**src/rtl/wb_poller_pkg.sv**
```systemverilog
// Shared types and counter rules for the Wishbone button poller.
// Button index constants and the priority-ordered next-count function.
package wb_poller_pkg;

    typedef enum logic [2:0] {
        IDLE,
        RD_REQ,
        RD_WAIT,
        WR_REQ,
        WR_WAIT
    } poll_state_t;

    localparam int BTN_INC = 0;
    localparam int BTN_DEC = 1;
    localparam int BTN_CLR = 2;

    // Clear beats everything; inc and dec together cancel.
    function automatic logic [7:0] next_count(input logic [7:0] count, input logic [2:0] rise);
        logic [7:0] nxt;
        nxt = count;
        if (rise[BTN_CLR])
            nxt = 8'd0;
        else if (rise[BTN_INC] && rise[BTN_DEC])
            nxt = count;
        else if (rise[BTN_INC])
            nxt = count + 8'd1;
        else if (rise[BTN_DEC])
            nxt = count - 8'd1;
        return nxt;
    endfunction

endpackage

```
**src/rtl/wb_single_master.sv**
```systemverilog
// One-request Wishbone pipelined master; request issued the cycle after start, done/timeout are combinational.
// stb is held through stall; the request is abandoned after TIMEOUT_CYCLES cycles of cyc without ack.
module wb_single_master #(
    parameter int TIMEOUT_CYCLES = 16
) (
    input  logic        clk,
    input  logic        reset,
    input  logic        start,
    input  logic        we,
    input  logic [31:0] wdata,
    output logic        done,
    output logic [31:0] rdata,
    output logic        timeout,
    output logic        wb_cyc,
    output logic        wb_stb,
    output logic        wb_we,
    output logic [31:0] wb_wdat,
    input  logic        wb_ack,
    input  logic        wb_stall,
    input  logic [31:0] wb_rdat
);

    localparam int TW = $clog2(TIMEOUT_CYCLES);

    logic [TW-1:0] tmo_cnt;

    assign done    = wb_cyc && wb_ack;
    assign timeout = wb_cyc && !wb_ack && (tmo_cnt == TW'(TIMEOUT_CYCLES - 1));
    assign rdata   = wb_rdat;

    // A start on the ack cycle chains the next request without dropping cyc.
    always_ff @(posedge clk or negedge reset) begin
        if (!reset) begin
            wb_cyc  <= 1'b0;
            wb_stb  <= 1'b0;
            wb_we   <= 1'b0;
            wb_wdat <= '0;
            tmo_cnt <= '0;
        end else if (start) begin
            wb_cyc  <= 1'b1;
            wb_stb  <= 1'b1;
            wb_we   <= we;
            wb_wdat <= we ? wdata : '0;
            tmo_cnt <= '0;
        end else if (done || timeout) begin
            wb_cyc  <= 1'b0;
            wb_stb  <= 1'b0;
            wb_we   <= 1'b0;
            wb_wdat <= '0;
            tmo_cnt <= '0;
        end else if (wb_cyc) begin
            tmo_cnt <= tmo_cnt + 1'b1;
            if (wb_stb && !wb_stall) begin
                wb_stb  <= 1'b0;
                wb_wdat <= '0;
            end
        end
    end

endmodule

```
**src/rtl/wb_button_poller.sv**
```systemverilog
// Polls the button register every POLL_CYCLES idle cycles; count updates the cycle after read ack, write follows at once.
// Waits out slave stall and ack latency; a per-transaction ack timeout returns the FSM to IDLE.
module wb_button_poller #(
    parameter logic [31:0] ADDRESS        = 32'h00000001,
    parameter int          POLL_CYCLES    = 1000,
    parameter int          TIMEOUT_CYCLES = 16
) (
    input  logic        clk,
    input  logic        reset,
    input  logic        enable,
    output logic        o_wb_cyc,
    output logic        o_wb_stb,
    output logic        o_wb_we,
    output logic [31:0] o_wb_addr,
    output logic [31:0] o_wb_data,
    input  logic        i_wb_ack,
    input  logic        i_wb_stall,
    input  logic [31:0] i_wb_data,
    output logic [7:0]  o_count,
    output logic        o_timeout,
    output logic        o_busy
);

    import wb_poller_pkg::*;

    localparam int PW = $clog2(POLL_CYCLES);

    poll_state_t   state, state_nxt;
    logic [PW-1:0] timer;
    logic [2:0]    prev, cur, rise;
    logic          primed;
    logic [7:0]    count, count_nxt;
    logic          start, start_we;
    logic [31:0]   start_wdata, rdata;
    logic          done, timeout, accepted, rd_done, poll_due;
    logic          unused_rdata;

    assign cur          = rdata[2:0];
    assign unused_rdata = ^rdata[31:3];
    assign rise         = cur & ~prev;
    assign count_nxt    = next_count(count, rise);
    assign poll_due     = enable && (timer == PW'(POLL_CYCLES - 1));
    assign accepted     = o_wb_stb && !i_wb_stall;
    assign rd_done      = done && (state == RD_REQ || state == RD_WAIT);
    assign o_wb_addr    = ADDRESS;
    assign o_count      = count;

    wb_single_master #(
        .TIMEOUT_CYCLES(TIMEOUT_CYCLES)
    ) u_master (
        .clk      (clk),
        .reset    (reset),
        .start    (start),
        .we       (start_we),
        .wdata    (start_wdata),
        .done     (done),
        .rdata    (rdata),
        .timeout  (timeout),
        .wb_cyc   (o_wb_cyc),
        .wb_stb   (o_wb_stb),
        .wb_we    (o_wb_we),
        .wb_wdat  (o_wb_data),
        .wb_ack   (i_wb_ack),
        .wb_stall (i_wb_stall),
        .wb_rdat  (i_wb_data)
    );

    always_comb begin
        state_nxt   = state;
        start       = 1'b0;
        start_we    = 1'b0;
        start_wdata = '0;
        case (state)
            IDLE: begin
                if (poll_due) begin
                    start     = 1'b1;
                    state_nxt = RD_REQ;
                end
            end
            RD_REQ, RD_WAIT: begin
                // The first read after reset only primes the edge detector.
                if (done) begin
                    if (primed && (count_nxt != count)) begin
                        start       = 1'b1;
                        start_we    = 1'b1;
                        start_wdata = {24'd0, count_nxt};
                        state_nxt   = WR_REQ;
                    end else begin
                        state_nxt = IDLE;
                    end
                end else if (timeout) begin
                    state_nxt = IDLE;
                end else if (state == RD_REQ && accepted) begin
                    state_nxt = RD_WAIT;
                end
            end
            WR_REQ, WR_WAIT: begin
                if (done || timeout)
                    state_nxt = IDLE;
                else if (state == WR_REQ && accepted)
                    state_nxt = WR_WAIT;
            end
            default: state_nxt = IDLE;
        endcase
    end

    always_ff @(posedge clk or negedge reset) begin
        if (!reset) begin
            state     <= IDLE;
            timer     <= '0;
            prev      <= '0;
            primed    <= 1'b0;
            count     <= '0;
            o_timeout <= 1'b0;
            o_busy    <= 1'b0;
        end else begin
            state     <= state_nxt;
            o_busy    <= (state_nxt != IDLE);
            o_timeout <= timeout;
            if (state == IDLE && enable && !poll_due)
                timer <= timer + 1'b1;
            else
                timer <= '0;
            if (rd_done) begin
                prev   <= cur;
                primed <= 1'b1;
                if (primed)
                    count <= count_nxt;
            end
        end
    end

endmodule

```
**config.mk**
```make
export PLATFORM = sky130hd
export DESIGN_NAME = wb_button_poller
export DESIGN_NICKNAME = d
export VERILOG_FILES = /design/src/rtl/wb_poller_pkg.sv /design/src/rtl/wb_single_master.sv /design/src/rtl/wb_button_poller.sv
export SDC_FILE = /design/constraint.sdc
export NUM_CORES = 1
export LEC_CHECK = 0
export BUFFER_PORTS_ARGS = -buffer_cell sky130_fd_sc_hd__clkbuf_2
export CAP_MARGIN = 40
export CELL_PAD_IN_SITES_DETAIL_PLACEMENT = 0
export CELL_PAD_IN_SITES_GLOBAL_PLACEMENT = 1
export CORE_MARGIN = 8
export CORE_UTILIZATION = 35
export DETAILED_ROUTE_END_ITERATION = 10
export MAX_ROUTING_LAYER = met4
export PLACE_DENSITY_LB_ADDON = 0.08
export SLEW_MARGIN = 10
export SYNTH_ARGS = -nofsm -noshare
export SYNTH_HDL_FRONTEND = slang
export SYNTH_SLANG_ARGS = --single-unit
```
**constraint.sdc**
```tcl
create_clock -name clk -period 2.2 [get_ports clk]
set_input_delay 0.44 -clock clk [delete_from_list [all_inputs] [get_ports clk]]
set_output_delay 0.44 -clock clk [all_outputs]
set_load 0.05 [all_outputs]
```
Word-level counts from Yosys, hierarchy flattened
Cells that the tools add are included.
{"block": "totals", "out_inout_bits": 77, "inputBits": 37, "reg_bits": 66}
{"block": "op_classes", "muxes": 36, "bitwise": 2, "addsub": 4, "reduce_logical": 26, "eq_ne": 7}
{"operator": "2-to-1 mux 32 bit", "count": 4}
{"operator": "2-to-1 mux 8 bit", "count": 8}
{"operator": "2-to-1 mux 3 bit", "count": 6}
{"operator": "logical AND 1 bit", "count": 12}
{"operator": "2-to-1 mux 4 bit", "count": 3}
{"operator": "2-to-1 mux 1 bit", "count": 11}
{"operator": "adder 10 x 1 -> 10 bit (second input constant)", "count": 1}
{"operator": "equality test 10 bit (second input constant)", "count": 1}
{"operator": "2-to-1 mux 10 bit", "count": 1}
{"operator": "case mux 3 bit (3 select lines)", "count": 1}
{"operator": "nonzero test 3 bit", "count": 3}
{"operator": "adder 8 x 1 -> 8 bit (second input constant)", "count": 1}
{"operator": "!= test 8 bit", "count": 1}
{"operator": "subtractor 8 x 1 -> 8 bit (second input constant)", "count": 1}
{"operator": "equality test 3 x 2 -> 1 bit (second input constant)", "count": 2}
{"operator": "adder 4 x 1 -> 4 bit (second input constant)", "count": 1}
{"operator": "equality test 4 bit (second input constant)", "count": 1}
{"operator": "AND reduction 2 bit", "count": 2}
{"operator": "OR reduction 2 bit", "count": 2}
{"operator": "bitwise AND 3 bit", "count": 1}
{"operator": "equality test 3 x 1 -> 1 bit (second input constant)", "count": 1}
{"operator": "equality test 3 bit (second input constant)", "count": 1}
{"operator": "logical NOT 1 bit", "count": 3}
{"operator": "logical NOT 3 bit", "count": 1}
{"operator": "5 further kinds", "count": 6}

Longest topological paths before layout
Gate-level depths: netlist of the first run.
{"block": "depth", "depth_word": 13, "mapped_depth": 6, "depth_no_buf": 6}

Cells and area by module
A second synthesis of the first run with hierarchy kept.
{"block": "unflattened", "cells_unflattened": 356, "area_unflattened_um2": 3642.2}
{"module": "wb_button_poller", "area_each_um2": 1868.0, "cells_each": 212, "seq_area_each_um2": 675.6, "n_inst": 1}
{"module": "wb_single_master", "area_each_um2": 1774.2, "cells_each": 144, "seq_area_each_um2": 975.9, "n_inst": 1}

Worst setup path after synthesis of the first run
No wires, ideal clock.
{"block": "synth_timing", "path_kind": "reg2reg", "startpoint": "register count[2] (netlist: o_count[2])", "endpoint": "register u_master.wb_wdat[7]", "arrival_ns": 1.874, "path_stages_with_launch": 7, "slack_ns": 0.205, "required_time_ns": 2.079, "cell_sequence": "dfrtp_1 > buf_6 > or3_4 > or3_4 > o32ai_4 > xnor2_1 > a22o_1"}
{"block": "synth_between", "elab_chain_cells": 12, "word_cells_on_any_way": 20, "classes_between": "2 x add/sub; 1 x eq/ne; 13 x mux; 4 x reduce/logical"}
{"element": "from (decl)", "line_no": "wb_button_poller.sv:32", "rtl": "logic [7:0] count, count_nxt;"}
{"element": "from (signal assigned)", "line_no": "wb_button_poller.sv:128", "rtl": "count <= count_nxt;"}
{"element": "subtractor 8 x 1 -> 8 bit", "line_no": "wb_poller_pkg.sv:28", "rtl": "nxt = count - 8'd1;"}
{"element": "2-to-1 mux 8 bit", "line_no": "wb_poller_pkg.sv:27", "rtl": "else if (rise[BTN_DEC])"}
{"element": "2-to-1 mux 8 bit", "line_no": "wb_poller_pkg.sv:25", "rtl": "else if (rise[BTN_INC])"}
{"element": "2-to-1 mux 8 bit", "line_no": "wb_poller_pkg.sv:23", "rtl": "else if (rise[BTN_INC] && rise[BTN_DEC])"}
{"element": "2-to-1 mux 8 bit", "line_no": "wb_poller_pkg.sv:21", "rtl": "if (rise[BTN_CLR])"}
{"element": "!= test 8 bit", "line_no": "wb_button_poller.sv:83", "rtl": "if (primed && (count_nxt != count)) begin"}
{"element": "logical AND 1 bit", "line_no": "wb_button_poller.sv:83"}
{"element": "2-to-1 mux 1 bit / 2-to-1 mux 8 bit (equally long branches)", "line_no": "wb_button_poller.sv:83"}
{"element": "2-to-1 mux 1 bit / 2-to-1 mux 8 bit (equally long branches)", "line_no": "wb_button_poller.sv:82", "rtl": "if (done) begin"}
{"element": "case mux 1 bit (2 select lines) (tied with other cells)", "line_no": "wb_button_poller.sv:73", "rtl": "case (state)"}
{"element": "nonzero test 3 bit (no source line) / 2-to-1 mux 8 bit (equally long branches)"}
{"element": "AND reduction 2 bit (no source line) / 2-to-1 mux 32 bit (equally long branches)"}
{"element": "to (signal assigned)", "line_no": "wb_single_master.sv:43", "rtl": "wb_wdat <= we ? wdata : '0;"}
{"element": "to (decl)", "line_no": "wb_single_master.sv:17", "rtl": "output logic [31:0] wb_wdat,"}
Parallel ways exist; a longest one is shown, timed or not.
A chain may end at the register's enable or synchronous reset.

Worst setup path after layout of the first run
{"block": "layout_timing", "startpoint": "register u_master.tmo_cnt[0]", "endpoint": "register u_master.wb_wdat[6]"}
{"block": "layout_between", "elab_chain_cells": 5, "word_cells_on_any_way": 8, "classes_between": "1 x eq/ne; 2 x mux; 5 x reduce/logical"}
{"element": "from (decl)", "line_no": "wb_single_master.sv:25", "rtl": "logic [TW-1:0] tmo_cnt;"}
{"element": "from (signal assigned)", "line_no": "wb_single_master.sv:52", "rtl": "tmo_cnt <= tmo_cnt + 1'b1;"}
{"element": "equality test 4 bit *", "line_no": "wb_single_master.sv:28", "rtl": "assign timeout = wb_cyc && !wb_ack && (tmo_cnt == TW'(TIMEOUT_CYCLES - 1));"}
{"element": "logical AND 1 bit *", "line_no": "wb_single_master.sv:28"}
{"element": "logical OR 1 bit *", "line_no": "wb_single_master.sv:45", "rtl": "end else if (done || timeout) begin"}
{"element": "nonzero test 3 bit (no source line) / 2-to-1 mux 32 bit (equally long branches)"}
{"element": "AND reduction 2 bit (no source line) / 2-to-1 mux 32 bit (equally long branches)"}
Every way passes the cells marked *; elsewhere a longest branch is shown, timed or not.

==> results.toml, run 1 <==
[status]
status = "complete, no violations"

[clock_network]
cts_tree = "built"
hold_buffers = 0
htree_levels = 2
insertion_delay_ns = 0.30
numCtsBuffers = 5
clockBufferDepth = 2
clock-sinks = 42
clockRootBuffer = "clkbuf_8"
cts.repair.resized = 0
path_clk_slew_ns = 0.09
post_cts_buffers = 0

[setup_path]
crit_arrival_ns = 2.06
slowest_delay_ns = 0.40
setup.worst_path.start_class = "flip-flop"
r2r_cells = 7
endpoint_kind = "flip-flop"
slowest_stage = "nor2b_1"
crit_required_ns = 2.39
crit_cells = 7
crit_fanout = 8
critPathKind = "reg -> reg"
crit_chain = "ha_1, a31oi_1, nor2b_1, or2_1, a21oi_2, buf_4, a22o_1"
critPathTopFamily = "simple AND/OR/NAND/NOR gates"
worst-path-buf-inv = 1

[power_and_ir_drop]
powerDensity_nw_per_um2 = 568
max-vdd-ir-drop_uv = 188
leakagePower_nw = 1.39

[job]
drv_cap = 0

[sta]
skew_ns = 0.00741
clock.fmax_mhz = 533
setup_viol = 0
tns_ns = 0
max_slew_margin_pct = 62.9
worst_pin_slew_ns = 0.556
rsz0062_at_grt = "false"
min_period_ns = 1.88
final.period_utilization_pct = 85.2
hold_viol = 0
drv_slew = 0
timing.final.ws_setup_ns = 0.325

[finish]
area_delta_synth_final_pct = 7.47
final_common_cell = "conb_1"
drive_gt1_share_pct = 19.9
fin_nets = 352
final_cell_mix = "56 x conb_1, 42 x dfrtp_1, 28 x clkbuf_2"
diodes = 0

[global_route]
antenna_found_initial = 0
grt_max_degree = 43
grt_pass1_vias = 1810
track_usage_pct = 11.5
overflow = 0
grt_pass1_wl_um = 9070

[synth]
synth_ff_type = "dfrtp_1"
syn-cell-area_um2 = 2600
ys_warn_count = 0
synthArstFlopShare_pct = 100
synthCells = 272
syn_avg_cell_area_um2 = 9.55
synth_edf_count = 0
yosysSeqAreaShare_pct = 40.5
post_synth_num_cell_types = 46
yosys_register_bits = 42

[place]
gp_congestion = 0.825
post-place-ws_ns = 0.305
portBuffers = 28
dpl.hpwl_um = 4280

[route]
wl_per_cell_um = 13.7
wl_um = 5650
drc = 0
via_per_inst = 4.34
via_count = 1782
dr.pass1.iters = 4
antenna_left = 0
drt_iter0_markers = 37

[floorplanning]
die_area_um2 = 10400
die_w_um = 102
coreArea_um2 = 7210
initial_core_util_pct = 36.0
io_pins = 114
die_h_um = 102
rows = 31

[hold_path]
min_path_type = "in -> async"
-- state kept, by name (all words and copies together), names as in the netlist --
name and flops:
state 3, o_busy 1, u_master.tmo_cnt 4, prev 3, u_master.wb_stb 1, o_count 8
u_master.wb_cyc 1, timer 10, u_master.wb_wdat 8, u_master.wb_we 1, o_timeout 1, primed 1
-- worst paths after layout --
check                           slack, ns                               to                            start
worst max-delay path                 0.32  u_master.wb_wdat[6]$_DFFE_PN0P_  u_master.tmo_cnt[0]$_DFFE_PN0P_
worst min-delay path                 0.20  u_master.wb_wdat[7]$_DFFE_PN0P_                            reset
worst max register to register       0.32  u_master.wb_wdat[6]$_DFFE_PN0P_  u_master.tmo_cnt[0]$_DFFE_PN0P_
worst min register to register       0.48       u_master.wb_we$_DFFE_PN0P_       u_master.wb_we$_DFFE_PN0P_
max in group asynchronous            1.61               timer[6]$_DFF_PN0_                            reset
min in group clk                     0.33              o_timeout$_DFF_PN0_                         i_wb_ack
-- synthesized netlist by cell type, drive strengths merged, types with 8 or more instances --
| cell | count | area (um2) |
|---|---|---|
| nand2 | 14 | 52.6 |
| and3 | 8 | 52.6 |
| nor2 | 26 | 97.6 |
| xor2 | 9 | 78.8 |
| nand3 | 8 | 40.0 |
| buf | 60 | 449 |
| a22o | 9 | 78.8 |
| dfrtp | 42 | 1050 |
| xnor2 | 11 | 96.3 |
-- layer usage --
layer / up-vias / track usage, % / share of wire [%]
met3: 7 / 2.45 / 5.0
met4: 0 / 3.72 / 0.97
li1: 894 / - / -
met5: - / - / 0
met2: 37 / 18.1 / 50
met1: 844 / 14.2 / 44
-- stage by stage --
step,utilization [%],hold slack (ns),power (mW),std cells,cell area [um2]
final,38.7,0.204,1.59,411,2790
after global routing,38.7,0.253,1.65,411,2790
after CTS,38.7,0.225,1.61,411,2790
after detailed placement,37.4,0.469,1.07,403,2700
after global placement,37.4,0.457,1.07,403,2700
after floorplan,-,0.144,1.11,326,2800
-- area by class of cell --
class                      instances  area (um2)
fill                             803        4420
multi-input combinational        214        1260
sequential                        42        1050
timing repair buffer              41         238
tap                               99         124
clock buffer                       7        86.3
inverter                           7        26.3
clock inverter                     1        5.00
-- where the power goes --
group	internal (mW)	switching [mW]	total, mW
logic	0.0202	0.254	0.274
registers	0.776	0.00428	0.780
clock network	0.254	0.278	0.532
-- cells by family after synthesis --
logic type               Yosys count  synth area share, %
AO/OA/AOI/OAI                     38                 11.1
adder cells (fa/ha/maj)            4                 1.93
buffers and inverters             70                 18.8
AND/OR/NAND/NOR                   91                 18.6
multiplexers                       5                 2.12
flip-flops                        42                 40.5
other                              2                0.289
XOR/XNOR                          20                 6.74
No activity file was read; power rests on OpenSTA's default activity.
==> inputs of run 2 (changes only) <==
CORE_UTILIZATION = 39   (was 35)
SYNTH_HIERARCHICAL = 1   (was not set)
==> results.toml, run 2 <==
[status]
status = "finished with violations"
violations = "setup timing"

[clock_network]
clock-sinks = 66
hold_buffers = 0
numCtsBuffers = 9
path_clk_slew_ns = 0.08
clockRootBuffer = "clkbuf_8"
cts_tree = "built"
insertion_delay_ns = 0.34
clockBufferDepth = 2
htree_levels = 3

[place]
dpl.hpwl_um = 5700
portBuffers = 52
gp_congestion = 0.859
place_inst = 537

[sta]
min_period_ns = 2.46
hold_viol = 0
whs_ns = 0.109
tns_ns = -7.67
max_slew_margin_pct = 56.5
skew_ns = 0.00868
timing.final.ws_setup_ns = -0.262
drv_slew = 0
final.period_utilization_pct = 112
rsz0062_at_grt = "true"
setup_viol = 35
clock.fmax_mhz = 406
worst_pin_slew_ns = 0.651

[setup_path]
endpoint_kind = "flip-flop"
crit_required_ns = 2.42
worstReg2RegEnd = "u_master/wb_wdat[1]$_DFFE_PN0P_"
critPathKind = "reg -> reg"
crit_start = "timer[0]$_DFF_PN0_"
crit_fanout = 8
regToRegSetupSlack_ns = -0.26
crit_arrival_ns = 2.69
r2r_start = "timer[0]$_DFF_PN0_"
r2r_cells = 8
setup.worst_path.start_class = "flip-flop"

[job]
drv_cap = 0

[synth]
syn-cell-area_um2 = 3420
syn_avg_cell_area_um2 = 10.5
synthCells = 327
ys_warn_count = 6

[route]
via_per_inst = 4.81
dr.pass1.iters = 4
antenna_left = 0
via_count = 2689
wl_um = 8480
drt_iter0_markers = 124
drc = 0
wl_per_cell_um = 15.2

[global_route]
antenna_found_initial = 0
grt_pass1_wl_um = 13500
track_usage_pct = 15.0
grt_pass1_vias = 2644
overflow = 0
grt_max_degree = 67

[finish]
finalNonFillerCells = 559
top_register = "u_master/wb_wdat"
final_common_cell = "dfrtp_1"
final_util_pct = 50.7
final_cell_mix = "61 x dfrtp_1, 56 x conb_1, 51 x clkbuf_2"
fin_nets = 487
area_delta_synth_final_pct = 27.7
fill_cells = 814
diodes = 0
drive_gt1_share_pct = 32.4
largest_register_ffs = 32

[power_and_ir_drop]
share_seq_of_total_power_pct = 47.2
netSwitchingFraction_pct = 26.4
clkPwrFrac_pct = 43.9
p_comb_share_pct = 8.9
p_switching_mw = 0.683
powerDensity_nw_per_um2 = 590
cellInternalPower_mw = 1.90
max-vdd-ir-drop_uv = 287
leakagePower_nw = 2.24
p_total_mw = 2.58

[floorplanning]
initial_core_util_pct = 39.7
die_h_um = 110
rows = 34
die_w_um = 110
io_pins = 114
coreArea_um2 = 8640
die_area_um2 = 12000

[hold_path]
min_path_type = "in -> async"
run 2: area by class of cell:
cell class	instances	area [um2]	share of cell area, %
clock buffer	10	128	2.92
inverter	13	52.6	1.20
timing repair buffer	96	607	13.9
sequential	66	1660	37.9
multi-input combinational	260	1700	39.0
tap	108	135	3.09
clock inverter	6	90.1	2.06
run 2: routing by layer:
metal,vias to the layer above,wire length (um),GRT usage [%]
li1,1334,-,-
met1,1275,4020,19.2
met2,76,3900,22.6
met3,4,510,4.04
met4,0,49,4.44
met5,-,0,-
run 2: power by group through the flow:
stage / clock network (mW) / logic (mW) / registers [mW]
after floorplan: 0 / 0.205 / 1.24
after global routing: 1.22 / 0.250 / 1.22
final: 1.13 / 0.230 / 1.22
after detailed placement: 0 / 0.222 / 1.24
after global placement: 0 / 0.221 / 1.24
after CTS: 1.18 / 0.227 / 1.22
run 2: what timing repair did:
item,CTS,global route
cloned,3,0
setup buffers,2,3
pin swaps,4,3
resized for setup,15,3
endpoints found under the setup margin,34,40
run 2: worst max-delay path by stage:
stage                                             endpoint  cells after the start
final                      u_master/wb_wdat[1]$_DFFE_PN0P_                      8
after global routing       u_master/wb_wdat[8]$_DFFE_PN0P_                      8
after floorplan            u_master/wb_wdat[0]$_DFFE_PN0P_                      9
after CTS                  u_master/wb_wdat[8]$_DFFE_PN0P_                      8
after detailed placement  u_master/wb_wdat[26]$_DFFE_PN0P_                      8
after global placement    u_master/wb_wdat[10]$_DFFE_PN0P_                      8
run 2: through the flow:
| stage | instance area [um2] | setup WS [ns] |
|---|---|---|
| 3_5_place_dp | 4040 | -0.357 |
| 4_1_cts | 4360 | -0.280 |
| 5_1_grt | 4370 | -0.343 |
| 6_report | 4370 | -0.262 |
| 2_1_floorplan | 3650 | -0.408 |
| 3_3_place_gp | 4040 | -0.320 |
run 2: critical path, cell delays in order, from the launching register on:
cell and delay [ns]:
dfrtp_1 0.36, ha_2 0.18, nand4_1 0.09, or4_4 0.43
or4_4 0.45, nand2_4 0.12, clkinvlp_4 0.19, a31o_4 0.33
a22o_1 0.20
==> inputs of run 3 (changes only) <==
CELL_PAD_IN_SITES_DETAIL_PLACEMENT = not set   (was 0)
CELL_PAD_IN_SITES_GLOBAL_PLACEMENT = not set   (was 1)
CORE_UTILIZATION = 52   (was 39)
==> results.toml, run 3 (synthesis gave the netlist of run 2 again) <==
[route]
antenna_left = 0
via_count = 2757
wl_um = 8210
dr.pass1.iters = 4
wl_per_cell_um = 15.7
via_per_inst = 5.26
drc = 0
drt_iter0_markers = 112

[status]
status = "finished with violations"
violations = "setup timing"

[place]
place_inst = 501
dpl-instance-area_um2 = 3960
gp_congestion = 0.861
dpl.hpwl_um = 5390
portBuffers = 52

[global_route]
grt_pass1_vias = 2708
antenna_found_initial = 0
overflow = 0
grt_pass1_wl_um = 13700
grt_max_degree = 67
track_usage_pct = 18.1

[floorplanning]
die_area_um2 = 9440
die_h_um = 97.2
io_pins = 114
rows = 29
coreArea_um2 = 6350
die_w_um = 97.2
initial_core_util_pct = 53.9

[finish]
final_util_pct = 68.7
stdcell_area_um2 = 4360
final_common_cell = "dfrtp_1"
final_cell_mix = "61 x dfrtp_1, 56 x conb_1, 51 x clkbuf_2"
diodes = 0
drive_gt1_share_pct = 32.0
fin_nets = 483
largest_register_ffs = 32
top_register = "u_master/wb_wdat"
fill_cells = 506
area_delta_synth_final_pct = 27.3
finalNonFillerCells = 524

[sta]
timing.final.ws_setup_ns = -0.272
max_slew_margin_pct = 50.2
skew_ns = 0.00549
drv_slew = 0
rsz0062_at_grt = "true"
setup_viol = 35
clock.fmax_mhz = 405
min_period_ns = 2.47
worst_pin_slew_ns = 0.744
final.period_utilization_pct = 112
hold_viol = 0

[setup_path]
crit_arrival_ns = 2.71
slowest_stage = "or4_4"
slowest_delay_ns = 0.46
critPathKind = "reg -> reg"
crit_fanout = 8
setup.worst_path.start_class = "flip-flop"
critPathTopFamily = "simple AND/OR/NAND/NOR gates"
endpoint_kind = "flip-flop"
crit_top_cell = "or4_4"
worst-path-buf-inv = 1
crit_required_ns = 2.44
crit_chain = "ha_4, nand4_1, or4_4, or4_4, nand2_4, clkinvlp_4, a31o_4, a22o_1"

[clock_network]
clockBufferDepth = 2
path_clk_slew_ns = 0.08
numCtsBuffers = 9
insertion_delay_ns = 0.34
clock-sinks = 66
cts_tree = "built"
clockRootBuffer = "clkbuf_8"
htree_levels = 3

[power_and_ir_drop]
leakagePower_nw = 2.25
max-vdd-ir-drop_uv = 417
p_total_mw = 2.69
powerDensity_nw_per_um2 = 618

[job]
drv_cap = 0

[hold_path]
min_path_type = "in -> async"
[run 3: area by class of cell]
type | count | area (um2) | area share, %
flip-flops and latches | 66 | 1660 | 38.0
well taps | 77 | 96.3 | 2.21
clock buffers | 9 | 124 | 2.84
multi-input cells | 260 | 1740 | 39.8
clock inverters | 7 | 118 | 2.70
repair buffers | 92 | 577 | 13.2
inverters | 13 | 52.6 | 1.21
[run 3: routing by layer]
layer | wire length [um] | share of wire [%] | global-route usage [%]
met4 | 157 | 1.9 | 7.46
met5 | 0 | 0 | -
met2 | 3650 | 44 | 26.0
met3 | 527 | 6.4 | 6.12
met1 | 3880 | 47 | 22.8
[run 3: worst paths after layout]
path                               startpoint                               end  slack, ns  depth (start not counted)
max                        timer[1]$_DFF_PN0_  u_master/wb_wdat[31]$_DFFE_PN0P_      -0.27                          8
min                                     reset  u_master/wb_wdat[10]$_DFFE_PN0P_       0.09                          2
max reg2reg                timer[1]$_DFF_PN0_  u_master/wb_wdat[31]$_DFFE_PN0P_      -0.27                          8
min reg2reg                primed$_DFFE_PN0P_                primed$_DFFE_PN0P_       0.47                          1
max in group asynchronous               reset       u_master/wb_cyc$_DFFE_PN0P_       1.79                          2
min in group clk                 i_wb_data[0]               prev[0]$_DFFE_PN0P_       0.35                          2
[run 3: metrics by stage]
stage	hold slack [ns]	setup slack, ns	TNS, ns
after floorplan	0.144	-0.408	-9.31
after global placement	0.442	-0.313	-9.95
after detailed placement	0.445	-0.397	-12.32
after CTS	0.111	-0.276	-7.99
after global routing	0.132	-0.357	-11.20
final	0.0942	-0.272	-8.57
[run 3: power breakdown]
part           internal, mW  total [mW]  switching, mW
sequential             1.22        1.22        0.00505
clock                 0.752        1.24          0.487
combinational        0.0403       0.231          0.191
[run 3: timing repair]
action / CTS / global route
resized for setup: 13 / 6
buffers inserted: 4 / 3
gates cloned: 3 / 0
hold endpoints to repair: 0 / 0
hold buffers: 0 / 0
endpoints found under the setup margin: 34 / 40
pin swaps: 7 / 4
